[src/rtl/io_rx_fifo.sv]
// Purpose : Light8080 I/O responder that queues UART receive bytes and serves them at DATA_ADDR/STAT_ADDR.
// Latency : a push is visible in status/head 1 cycle later; io_dout is registered, 1 cycle after address.
// Backpressure: none upstream; a push into a full FIFO is dropped and latches the sticky ovr flag.
//
// Ports:
//   clk, rstb                 CPU clock, asynchronous active-low reset
//   rx_valid, rx_data         single-cycle receive strobe and byte (already in clk domain)
//   tx_busy                   transmitter busy, reported in status bit 0
//   cpu_addr/io/rd/wr/dout    CPU I/O bus (low address byte, qualifiers, write data)
//   io_dout                   registered read data to the CPU input mux
//   rx_irq                    level interrupt request (0 unless IO_RX_FIFO_IRQ_EN)
//
// Build option: define IO_RX_FIFO_IRQ_EN to add the irq_en register (status/control bit 6)
// and the registered rx_irq output.
//
// Status byte: {flush(0), irq_en, 0, not_empty, ovr, full, 0, tx_busy}
// Control write (STAT_ADDR): bit7 flush, bit6 irq_en, bit3 clear ovr.

module io_rx_fifo #(
    parameter int          DEPTH_LOG2 = 4,
    parameter logic [7:0]  DATA_ADDR  = 8'h80,
    parameter logic [7:0]  STAT_ADDR  = 8'h83
) (
    input  logic       clk,
    input  logic       rstb,
    input  logic       rx_valid,
    input  logic [7:0] rx_data,
    input  logic       tx_busy,
    input  logic [7:0] cpu_addr,
    input  logic       cpu_io,
    input  logic       cpu_rd,
    input  logic       cpu_wr,
    input  logic [7:0] cpu_dout,
    output logic [7:0] io_dout,
    output logic       rx_irq
);

    localparam int DEPTH = 1 << DEPTH_LOG2;
    localparam logic [DEPTH_LOG2:0]   CNT_FULL = {1'b1, {DEPTH_LOG2{1'b0}}};
    localparam logic [DEPTH_LOG2:0]   CNT_ONE  = {{DEPTH_LOG2{1'b0}}, 1'b1};
    localparam logic [DEPTH_LOG2-1:0] PTR_ONE  = {{(DEPTH_LOG2-1){1'b0}}, 1'b1};

    logic [7:0]            mem [DEPTH];
    logic [DEPTH_LOG2-1:0] wptr_q, wptr_d;
    logic [DEPTH_LOG2-1:0] rptr_q, rptr_d;
    logic [DEPTH_LOG2:0]   count_q, count_d;
    logic                  ovr_q, ovr_d;
    logic                  rd_hit_q;
    logic [7:0]            io_dout_q, io_dout_d;

    logic       rd_hit, stat_wr, flush, clr_ovr;
    logic       empty, full, pop, push_ok, ovr_set;
    logic       irq_en_bit;
    logic [7:0] head, status;

    assign rd_hit  = cpu_io & cpu_rd & (cpu_addr == DATA_ADDR);
    assign stat_wr = cpu_io & cpu_wr & (cpu_addr == STAT_ADDR);
    assign flush   = stat_wr & cpu_dout[7];
    assign clr_ovr = stat_wr & cpu_dout[3];

    assign empty = (count_q == '0);
    assign full  = (count_q == CNT_FULL);

    // Pop on the falling edge of the read decode, so the head byte is stable
    // for however long the CPU holds rd, and each read pops exactly once.
    assign pop = rd_hit_q & ~rd_hit & ~empty;

    // A pop in the same cycle frees a slot, so a full FIFO still accepts the push.
    // A flush discards any coincident push and does not count it as an overrun.
    assign push_ok = rx_valid & (~full | pop) & ~flush;
    assign ovr_set = rx_valid & full & ~pop & ~flush;

    assign head   = empty ? 8'h00 : mem[rptr_q];
    assign status = {1'b0, irq_en_bit, 1'b0, ~empty, ovr_q, full, 1'b0, tx_busy};

    always_comb begin
        wptr_d    = wptr_q;
        rptr_d    = rptr_q;
        count_d   = count_q;
        io_dout_d = io_dout_q;

        if (flush) begin
            wptr_d  = '0;
            rptr_d  = '0;
            count_d = '0;
        end else begin
            if (push_ok) wptr_d = wptr_q + PTR_ONE;
            if (pop)     rptr_d = rptr_q + PTR_ONE;
            if (push_ok && !pop)      count_d = count_q + CNT_ONE;
            else if (pop && !push_ok) count_d = count_q - CNT_ONE;
        end

        // A byte lost in the same cycle as a clear is still reported.
        ovr_d = (ovr_q & ~clr_ovr) | ovr_set;

        if (cpu_io && (cpu_addr == DATA_ADDR))      io_dout_d = head;
        else if (cpu_io && (cpu_addr == STAT_ADDR)) io_dout_d = status;
    end

    always_ff @(posedge clk or negedge rstb) begin
        if (!rstb) begin
            wptr_q    <= '0;
            rptr_q    <= '0;
            count_q   <= '0;
            ovr_q     <= 1'b0;
            rd_hit_q  <= 1'b0;
            io_dout_q <= 8'h00;
        end else begin
            wptr_q    <= wptr_d;
            rptr_q    <= rptr_d;
            count_q   <= count_d;
            ovr_q     <= ovr_d;
            rd_hit_q  <= rd_hit;
            io_dout_q <= io_dout_d;
        end
    end

    // Storage needs no reset: only entries below count are ever presented.
    always_ff @(posedge clk) begin
        if (push_ok) mem[wptr_q] <= rx_data;
    end

    assign io_dout = io_dout_q;

`ifdef IO_RX_FIFO_IRQ_EN
    logic irq_en_q, irq_en_d;
    logic rx_irq_q, rx_irq_d;

    always_comb begin
        irq_en_d = stat_wr ? cpu_dout[6] : irq_en_q;
        rx_irq_d = irq_en_q & (~empty | ovr_q);
    end

    always_ff @(posedge clk or negedge rstb) begin
        if (!rstb) begin
            irq_en_q <= 1'b0;
            rx_irq_q <= 1'b0;
        end else begin
            irq_en_q <= irq_en_d;
            rx_irq_q <= rx_irq_d;
        end
    end

    assign irq_en_bit = irq_en_q;
    assign rx_irq     = rx_irq_q;

    logic unused_cpu_dout_bits;
    assign unused_cpu_dout_bits = ^{cpu_dout[5:4], cpu_dout[2:0]};
`else
    assign irq_en_bit = 1'b0;
    assign rx_irq     = 1'b0;

    logic unused_cpu_dout_bits;
    assign unused_cpu_dout_bits = ^{cpu_dout[6:4], cpu_dout[2:0]};
`endif

endmodule

[config.mk]
export PLATFORM = sky130hd
export DESIGN_NAME = io_rx_fifo
export DESIGN_NICKNAME = d
export VERILOG_FILES = /design/src/rtl/io_rx_fifo.sv
export SDC_FILE = /design/constraint.sdc
export NUM_CORES = 1
export LEC_CHECK = 0
export CORE_ASPECT_RATIO = 2
export CORE_UTILIZATION = 41
export DETAILED_ROUTE_END_ITERATION = 8
export PLACE_DENSITY = 0.6
export SYNTH_ARGS = -nofsm -noshare
export SYNTH_HDL_FRONTEND = slang
export SYNTH_SLANG_ARGS = --single-unit
[constraint.sdc]
create_clock -name clk -period 6.5 [get_ports clk]
set_clock_uncertainty 0.1 [all_clocks]
set_input_delay 0.975 -clock clk [delete_from_list [all_inputs] [get_ports clk]]
set_output_delay 0.975 -clock clk [all_outputs]
set_load 0.005 [all_outputs]
# Yosys cells after proc, flatten, opt, wreduce, memory -nomap -nowiden
# Memory sizes are Yosys's and may differ from the RTL's.
# Cells that the tools add are included.
dict set report word_totals {
  ff_bits 23
  ramBits 128
  in_bits 31
  output_inout_bits 9
  elab_cells 59
  mem_count 1
}
dict set report op_classes {
  add_sub_neg 4
  n_eq_ne 3
  mux 12
  bitwise_logic 22
  reduce_logical 11
}
# memory depth word_bits read_ports rd_ports_with_merged_regs wr line
set memory_table {}
lappend memory_table {mem 16 8 1 0 1 43} ;# logic [7:0] mem [DEPTH];
# operator count
set ops {}
lappend ops {{$mux 8} 3}
lappend ops {{$eq 8x8->1 const B} 2}
lappend ops {{$mux 4} 4}
lappend ops {{$mux 5} 3}
lappend ops {{$and 1x1->1} 14}
lappend ops {{$add 4x1->4 const B} 2}
lappend ops {{$not 1->1} 6}
lappend ops {{$reduce_bool 2->1} 3}
lappend ops {{$add 5x1->5 const B} 1}
lappend ops {{$eq 5x5->1 const B} 1}
lappend ops {{$logic_not 5->1} 1}
lappend ops {{$sub 5x1->5 const B} 1}
lappend ops {{$logic_and 1x1->1} 4}
lappend ops {{$reduce_bool 3->1} 1}
lappend ops {{$logic_not 1->1} 2}
lappend ops {{$mux 1} 2}
lappend ops {{$or 1x1->1} 2}

# Longest topological paths before layout
# Gate-level depths: netlist of run 1.
dict set report logic_depth {
  depth_word 13
  depth_mapped 9
  ltp_nobuf 9
}

# Least setup slack after synthesis of run 1
# Ideal clock, no wire load.
dict set report synth_timing {
  kind {in2reg}
  from {in cpu_addr[3]}
  to {reg count_q[4]}
  setup_time_ps 82
  t_arrival_ps 3543
  required_time_ps 6318
  setup_slack_ps 2775
  stages 9
  n_path_buf 0
  cell_sequence {or3_1 -> o31ai_4 -> o2111ai_1 -> fa_1 -> a21o_1 -> a21o_1 -> and3_1 -> or3_1 -> a31oi_1}
}
dict set report synth_via {
  elab_chain_cells 11
  elab_cells_between_ends 19
  classes_between {eq/ne (2); mux (2); bitwise (10); reduce/logical (5)}
}
# item line
set synth_lines {}
lappend synth_lines {{from (decl)} 29} ;# input logic [7:0] cpu_addr,
lappend synth_lines {{$eq 8x8->1} 56} ;# assign rd_hit = cpu_io & cpu_rd & (cpu_addr == DATA_ADDR);
lappend synth_lines {{$and 1x1->1} 56}
lappend synth_lines {{$not 1->1} 66} ;# assign pop = rd_hit_q & ~rd_hit & ~empty;
lappend synth_lines {{$and 1x1->1 (2 in a row)} 66}
lappend synth_lines {{$or 1x1->1} 70} ;# assign push_ok = rx_valid & (~full | pop) & ~flush;
lappend synth_lines {{$and 1x1->1 (2 in a row)} 70}
lappend synth_lines {{$logic_and 1x1->1 or $logic_not 1->1 (tied branches)} {89, 90}}
lappend synth_lines {{$mux 5 or $logic_and 1x1->1 (tied branches)} {89, 90}}
lappend synth_lines {{$mux 5 or $reduce_bool 3->1 (tied branches)} -}
lappend synth_lines {{to (signal assigned)} 111} ;# count_q <= count_d;
lappend synth_lines {{to (decl)} 46} ;# logic [DEPTH_LOG2:0] count_q, count_d;
# Several ways; a longest one is shown, not always the timed one.
# A chain may end at the register's enable or synchronous reset.

# Final worst setup path of run 1
dict set report layout_timing {
  from {in cpu_addr[1]}
  to {reg count_q[4]}
}
# The elaborated chain is that of the path after synthesis.

==> results of run 1 <==
power by group through the flow:
stage                     clock, uW  combinational, uW  sequential [uW]
after floorplan                   0                283             1230
after CTS                       990                401             1240
final                           976                398             1240
after global routing           1030                440             1250
after global placement            0                388             1250
after detailed placement          0                397             1260
per-stage QoR:
| step | power, uW | cells |
|---|---|---|
| final | 2612 | 655 |
| after global routing | 2718 | 655 |
| after CTS | 2631 | 655 |
| after detailed placement | 1656 | 624 |
| after global placement | 1639 | 624 |
| after floorplan | 1510 | 405 |
cell families (layout without fill, tap and decap cells):
kind of cell	Yosys count	after routing	synth area share [%]
AOI/OAI and AO/OA	74	74	7.787
xor gates and xnor gates	6	6	0.7824
adders and majority gates	10	10	1.975
buffers and inverters	24	73	2.236
DFF	151	151	65.80
muxes	37	37	13.26
other	1	1	0.05583
and+or+nand+nor	102	102	8.103
sequential cells by signal, indices dropped and copies added, names as in the netlist:
register	flops
count_q	5
rptr_q	4
io_dout	8
wptr_q	4
ovr_q	1
rd_hit_q	1
mem	128
Yosys cell counts, drive strengths merged, types with 3 or more instances:
cell | instances | share of area [%]
ha | 9 | 1.7
nor2b | 7 | 0.65
nor3 | 6 | 0.52
a31oi | 3 | 0.28
nand2b | 3 | 0.28
a2111oi | 4 | 0.52
a221oi | 5 | 0.75
o21ai | 24 | 1.8
a21oi | 11 | 0.82
nand2 | 18 | 1.0
nor4 | 3 | 0.37
dfrtp | 23 | 8.6
mux4 | 35 | 13
xnor2 | 5 | 0.65
a21o | 4 | 0.45
a22o | 4 | 0.52
buf | 12 | 1.6
and2 | 5 | 0.47
or3 | 4 | 0.37
inv | 5 | 0.28
clkbuf | 7 | 0.39
nor2 | 32 | 1.8
and3 | 4 | 0.37
edfxtp | 128 | 57
nand3 | 6 | 0.45
cell type report:
cell class	instances	area, um2
clock buffers	18	429.2
clock inverters	13	156.4
fillers	1354	8078
inverters	5	18.77
multi-input cells	230	2147
flip-flops and latches	151	4420
well taps	201	251.5
repair buffers	37	357.8
worst register-to-register path: stages, from the launching register on:
cell and delay (ns):
dfrtp_1 0.50, nor4_2 0.09, buf_4 0.20, nand2_1 0.26, o2111ai_1 0.34, fa_1 0.52, a21o_1 0.19, a21o_1 0.21
and3_1 0.20, or3_1 0.35, a31oi_1 0.16
metal layers:
metal	wire length [um]	vias to the layer above
met5	0	-
met4	640	0
met3	499	34
met2	8467	105
met1	4936	1949
li1	-	1730
worst min-delay path by stage:
stage	startpoint	depth (start not counted)	end
after detailed placement	io_dout[7]	2	io_dout[7]
after floorplan	ovr_q	1	ovr_q
after global routing	ovr_q	1	ovr_q
after global placement	io_dout[2]	2	io_dout[2]
final	io_dout[5]	2	io_dout[5]
after CTS	io_dout[7]	2	io_dout[7]
==> results.cfg, run 1 <==
[critical_path]
crit_path_start_kind = primary input
path_buf_inv = 1
cp_top_family = compound AO/OA/AOI/OAI gates
criticalPathCategory = in -> reg
worst_setup_path_end_kind = register
rr_worst_depth = 10
required_ns = 6.73
r2r_end = count_q[4]
crit_slowest_cell = clkdlybuf4s50_1
critPathArrivalTime_ns = 4.66
path_depth = 10
critPathMaxStageDelay_ns = 0.70
crit_end = count_q[4]
setup.worst_path.start = cpu_addr[1]
rrSetupSlack_ns = 3.30
timing.rr.start = count_q[1]
path_max_fanout = 17
cp_cell_sequence = clkdlybuf4s50_1, or3b_1, o31ai_4, o2111ai_1, fa_1, a21o_1, a21o_1, and3_1, or3_1, a31oi_1
path_common_cell = a21o_1

[grt]
grt_pass1_vias = 4048
grt_antenna_before_repair = 0
grt_max_degree = 36
grt_first_pass_wirelength_um = 22730
grt_overflow = 0
gr-usage-all-layers_pct = 18.71
gr-usage-met1_pct = 18.13
grt-busiest-layer = met2
met3_usage_pct = 3.607
grtUsageMet2_pct = 35.38

[placed_design]
portBuffers = 32
hpwl_um = 10270
place_area_mm2 = 0.007196
gp_congestion = 0.8448
dp_slack_ns = 1.701

[clock_network]
htree_levels = 4
cts_max_path_buffers = 2
cts_root_buf = clkbuf_16
cts_tree = done
cts_hold_buffers = 0
cts_setup_buffers = 0
cts.clk_slew.worst_paths_ns = 0.06
clk_latency_ns = 0.42
cts_resized = 0
cts_buffers = 17
cts.sinks = 151

[sta]
finalSetupViolCount = 0
whs_ns = 0.4384
worst_slew_pin_slew_ns = 1.070
drv_slew = 0
hold_viol = 0
fmax_mhz = 225.8
layout_setup_ws_ns = 2.071
fin_crit_sh_pct = 68.15
fin_tns_setup_ns = 0
rsz0062_at_grt = false
fin_crit_ns = 4.429
max_slew_margin_pct = 28.64

[power]
clockPowerShare_pct = 37.4
p_comb_share_pct = 15.2
p_leak_uw = 0.002579
power_density_mw_per_mm2 = 335.7
p_int_uw = 1937
switchingPower_uw = 674.8
p_sw_share_pct = 25.83
ir_worst_vdd_mv = 0.1626
p_seq_share_pct = 47.4

[die]
initial_utilization_pct = 42.35
fp-row-count = 65
core_mm2 = 0.01586
die_w_um = 92.50
fp.dieH_um = 183.0
die_area_mm2 = 0.01693
ios = 40

[synthesis]
ys_seq_elements = 151
synthCells = 405
synth-edff-count = 128
synth-main-ff-cell = edfxtp_1
netlist_area_mm2 = 0.006716
synth_seq_area_share_pct = 65.80
syn_nets = 446
synth.avg_cell_area_um2 = 16.58
yosysWarnings = 0
async_reset_ff_share_pct = 15.23
synth.distinct_cells = 65

[final_layout]
utilization_pct = 49.07
mostFrequentLayoutCells = edfxtp_1 (128), clkdlybuf4s50_1 (32), nor2_1 (31), mux4_1 (22), dfrtp_1 (22)
layout.nets = 483
final_common_cell = edfxtp_1
antenna_cells = 0
fin_area_mm2 = 0.007781
syn_to_final_growth_pct = 15.85
drive_gt1_share_pct = 12.11

[routing]
ant_nets = 0
via_count = 3818
drt_iter0_drc = 184
drc = 0
via_per_inst = 5.829
wire_per_inst_um = 22.20
finalWirelength_um = 14540
first_pass_iters = 4

[hold_path]
hold_class = reg -> reg

[outcome]
status = completed

[job]
cap_viol_max_count = 0
Power figures use the tool's default switching activity.
==> run 2, diff against run 1 <==
Clock period 6.5 ns to 4.6 ns, I/O delays scaled along.
==> run 2 against run 1 <==
Net effect:
- sequential share of layout area fell by 1.1 points
- critical path type unchanged
- final cell count grew 3.1%
- critical endpoint unchanged
- largest cell class unchanged
- utilization up 0.99 points
- die area did not move
- critical path depth did not move
- worst setup slack lost 1.1 ns
- total power increased by 43%
- register-to-register slack worse by 1.9 ns
==> results.cfg, run 2 (same netlist as run 1, synthesis figures left out) <==
[critical_path]
critPathArrivalTime_ns = 3.87
setup.worst_path.start = cpu_rd
crit_path_start_kind = primary input
path_buf_inv = 1
path_common_cell = a21o_1
cp_top_family = compound AO/OA/AOI/OAI gates
timing.rr.start = count_q[1]
r2r_end = count_q[4]
rrSetupSlack_ns = 1.37
critPathMaxStageDelay_ns = 0.54
cp_cell_sequence = clkdlybuf4s50_1, or3b_1, o31ai_4, o2111ai_1, fa_1, a21o_1, a21o_1, and3_1, or3_1, a31oi_1
path_max_fanout = 5
criticalPathCategory = in -> reg
crit_slowest_cell = fa_1
rr_worst_depth = 10
required_ns = 4.84
worst_setup_path_end_kind = register

[routing]
via_count = 3853
first_pass_iters = 4
wire_per_inst_um = 21.78
finalWirelength_um = 14700
via_per_inst = 5.708
drt_iter0_drc = 173
drc = 0
ant_nets = 0

[job]
cap_viol_max_count = 0

[clock_network]
cts_setup_buffers = 0
htree_levels = 4
cts.sinks = 151
cts_resized = 0
cts_hold_buffers = 0
clk_latency_ns = 0.42
cts.clk_slew.worst_paths_ns = 0.06
cts_root_buf = clkbuf_16
cts_tree = done
cts_buffers = 17
cts_max_path_buffers = 2

[sta]
rsz0062_at_grt = false
fmax_mhz = 275.3
drv_slew = 0
fin_tns_setup_ns = 0
fin_crit_sh_pct = 78.97
worst_slew_pin_slew_ns = 1.124
max_slew_margin_pct = 25.09
finalSetupViolCount = 0
fin_crit_ns = 3.633
hold_viol = 0

[die]
fp-row-count = 65
die_w_um = 92.50
initial_utilization_pct = 42.35
die_area_mm2 = 0.01693
fp.dieH_um = 183.0
core_mm2 = 0.01586
ios = 40

[grt]
grt_antenna_before_repair = 0
grt_overflow = 0
grt_first_pass_wirelength_um = 22940
grt_pass1_vias = 4141
gr-usage-all-layers_pct = 18.77
grt_max_degree = 36

[final_layout]
final_common_cell = edfxtp_1
mostFrequentLayoutCells = edfxtp_1 (128), clkdlybuf4s50_1 (32), nor2_1 (31), buf_4 (25)
drive_gt1_share_pct = 14.98
top_register = mem
antenna_cells = 0
syn_to_final_growth_pct = 18.18
layout.nets = 503
largest_reg_flops = 128

[power]
ir_worst_vdd_mv = 0.2164
power_density_mw_per_mm2 = 471.3
total_power_uw = 3741
p_leak_uw = 0.002677

[hold_path]
hold_depth = 2
whs_endpoint = io_dout[7]
hold_class = reg -> reg
min_from = io_dout[7]

[outcome]
status = completed

[placed_design]
portBuffers = 32
gp_congestion = 0.8272
hpwl_um = 10490
[run 2: cell types whose count changed in the layout (fill, tap and decap cells not counted), sizes merged]
cell      change
clkinvlp      +2
clkinv        -3
bufinv        +1
buf          +20
inv           -1
clkbuf        +1
[run 2: metal layers]
metal / wire (um) / track usage, % / vias up
met5: 0 / 0 / -
met4: 596 / 10.50 / 0
met3: 441 / 3.524 / 34
met2: 8621 / 36.06 / 83
met1: 5043 / 18.14 / 1979
li1: - / - / 1757
[run 2: layout make-up]
| cell class | count | area (um2) |
|---|---|---|
| Timing Repair Buffer | 57 | 508.0 |
| Sequential cell | 151 | 4420 |
| Clock buffer | 19 | 432.9 |
| Fill cell | 1356 | 7921 |
| Inverter | 5 | 18.77 |
| Tap cell | 201 | 251.5 |
| Multi-Input combinational cell | 230 | 2147 |
| Clock inverter | 12 | 158.9 |
[run 2: worst register-to-register path, delay by kind of cell, from the launching register on]
family,cells,cell delay [ns]
adders and majority gates,1,0.55
DFF,1,0.48
and+or+nand+nor,4,0.86
AOI/OAI and AO/OA,4,0.97
buffers and inverters,1,0.20
[run 2: how the worst max path moves through the flow]
stage	to	cells after the start
after floorplan	count_q[4]	9
after global placement	count_q[2]	10
after detailed placement	count_q[2]	10
after CTS	count_q[2]	10
after global routing	count_q[4]	10
final	count_q[4]	10
[run 2: where the power goes]
group,internal (uW),switching (uW)
registers,1650,96.3
clock network,893,509
logic,262,332
total,2800,937
[run 2: metrics by stage]
stage / setup WS, ns / hold slack, ns / instances / area (um2) / util [%]
detailed placement: 0.5274 / 0.4194 / 644 / 7346 / 46.32
floorplan: 1.160 / 0.2944 / 405 / 6716 / -
finish: 0.9675 / 0.4363 / 675 / 7938 / 50.05
global placement: 0.5898 / 0.4167 / 644 / 7346 / 46.32
CTS: 0.9686 / 0.4322 / 675 / 7938 / 50.05
global route: 0.8295 / 0.4674 / 675 / 7938 / 50.05
==> run 3, diff against run 2 <==
Settings changed: PLACE_DENSITY 0.6 to 0.62.
Clock period 4.6 ns to 3.3 ns, I/O delays scaled along.
==> run 3 against run 2 <==
Net effect:
- routed wire length down 0.92%
- total power up 42%
- utilization grew 1.1 points
- largest power group unchanged
==> results.cfg, run 3 (same netlist as run 1, synthesis figures left out) <==
[outcome]
status = completed

[sta]
worst_slew_pin_slew_ns = 1.092
fmax_mhz = 319.9
fin_crit_sh_pct = 94.74
fin_crit_ns = 3.126
finalSetupViolCount = 0
rsz0062_at_grt = false
hold_viol = 0
max_slew_margin_pct = 27.04
drv_slew = 0

[placed_design]
place_area_mm2 = 0.007516
gp_congestion = 0.8164
portBuffers = 32
dp.cells = 665
hpwl_um = 10540

[die]
die_area_mm2 = 0.01693
fp.dieH_um = 183.0
initial_utilization_pct = 42.35
die_w_um = 92.50
fp-row-count = 65
core_mm2 = 0.01586
ios = 40

[critical_path]
critPathMaxStageDelay_ns = 0.50
rr_worst_depth = 11
path_depth = 12
critPathArrivalTime_ns = 3.36
worst_setup_path_end_kind = register
path_common_cell = buf_4
cp_cell_sequence = clkdlybuf4s50_1, or3b_1, o31ai_4, o2111ai_1, buf_4, ha_1, a21oi_1, a21boi_0, nor3_1, buf_4, nand4_1, a31oi_1
required_ns = 3.53
setup.worst_path.start = cpu_rd
path_max_fanout = 4
r2r_end = count_q[3]
crit_slowest_cell = clkdlybuf4s50_1
crit_path_start_kind = primary input
cp_top_family = compound AO/OA/AOI/OAI gates
crit_end = count_q[3]
rrSetupSlack_ns = 0.41
criticalPathCategory = in -> reg
path_buf_inv = 3
timing.rr.start = count_q[1]

[routing]
wire_per_inst_um = 20.96
finalWirelength_um = 14570
drc = 0
via_per_inst = 5.623
via_count = 3908
ant_nets = 0
drt_iter0_drc = 200
first_pass_iters = 5

[clock_network]
cts_max_path_buffers = 2
cts.clk_slew.worst_paths_ns = 0.06
clk_latency_ns = 0.41
cts_resized = 0
cts_tree = done
cts_hold_buffers = 0
cts_root_buf = clkbuf_16
htree_levels = 4
cts.sinks = 151
cts_buffers = 17
cts_setup_buffers = 0

[final_layout]
final_cells = 695
antenna_cells = 0
num-fill-cells = 1325
top_register = mem
layout.nets = 524
multiInputGateArea_mm2 = 0.002147
drive_gt1_share_pct = 18.83
seq_area_mm2 = 0.004420
mostFrequentLayoutCells = edfxtp_1 (128), buf_4 (45), clkdlybuf4s50_1 (32), nor2_1 (31)
syn_to_final_growth_pct = 20.70
fin_area_mm2 = 0.008107
largest_reg_flops = 128
final_common_cell = edfxtp_1

[power]
p_leak_uw = 0.002786
ir_worst_vdd_mv = 0.3000
power_density_mw_per_mm2 = 654.5

[grt]
grt_pass1_vias = 4217
grt_overflow = 0
grt_first_pass_wirelength_um = 22670
grt_max_degree = 36
grt_antenna_before_repair = 0
gr-usage-all-layers_pct = 18.60

[hold_path]
hold_class = in -> async

[job]
cap_viol_max_count = 0
-- run 3: cell count changes in the layout (fill, tap and decap cells not counted), sizes merged --
cell and change:
clkinvlp -1, buf +21
-- run 3: area by class of cell --
| class | count | area share, % |
|---|---|---|
| clock buffer | 19 | 5.340 |
| clock inverter | 11 | 1.945 |
| tap | 201 | 3.102 |
| timing repair buffer | 78 | 8.365 |
| multi-input combinational | 230 | 26.49 |
| inverter | 5 | 0.2315 |
| sequential | 151 | 54.53 |
-- run 3: how the worst min path moves through the flow --
stage                 endpoint  slack (ns)  cells past startpoint
floorplan           count_q[0]         0.1                      0
global route        io_dout[3]        0.38                      2
CTS                 io_dout[3]        0.35                      2
finish              io_dout[3]        0.35                      2
detailed placement  io_dout[2]        0.43                      2
global placement    io_dout[2]        0.42                      2
-- run 3: power by group --
group	internal (uW)	switching (uW)
logic	457	486
clock network	1250	685
registers	2300	132
-- run 3: metal layers --
layer / up-vias / track usage, % / routed length [um]
met1: 1996 / 17.69 / 4939
met5: - / 0 / 0
met4: 0 / 8.625 / 395
met2: 84 / 36.47 / 8795
met3: 24 / 4.063 / 437
li1: 1804 / - / -
-- run 3: through the flow --
stage	utilization, %	hold slack [ns]	power [uW]	TNS [ns]	worst slack [ns]
after floorplan	-	0.09941	2975	0	0.05538
after global placement	47.39	0.4190	3362	-4.003	-0.2120
after detailed placement	47.39	0.4256	3407	-4.685	-0.2553
after CTS	51.12	0.3537	5347	0	0.1768
after global routing	51.12	0.3846	5521	0	0.02958
final	51.12	0.3530	5305	0	0.1735
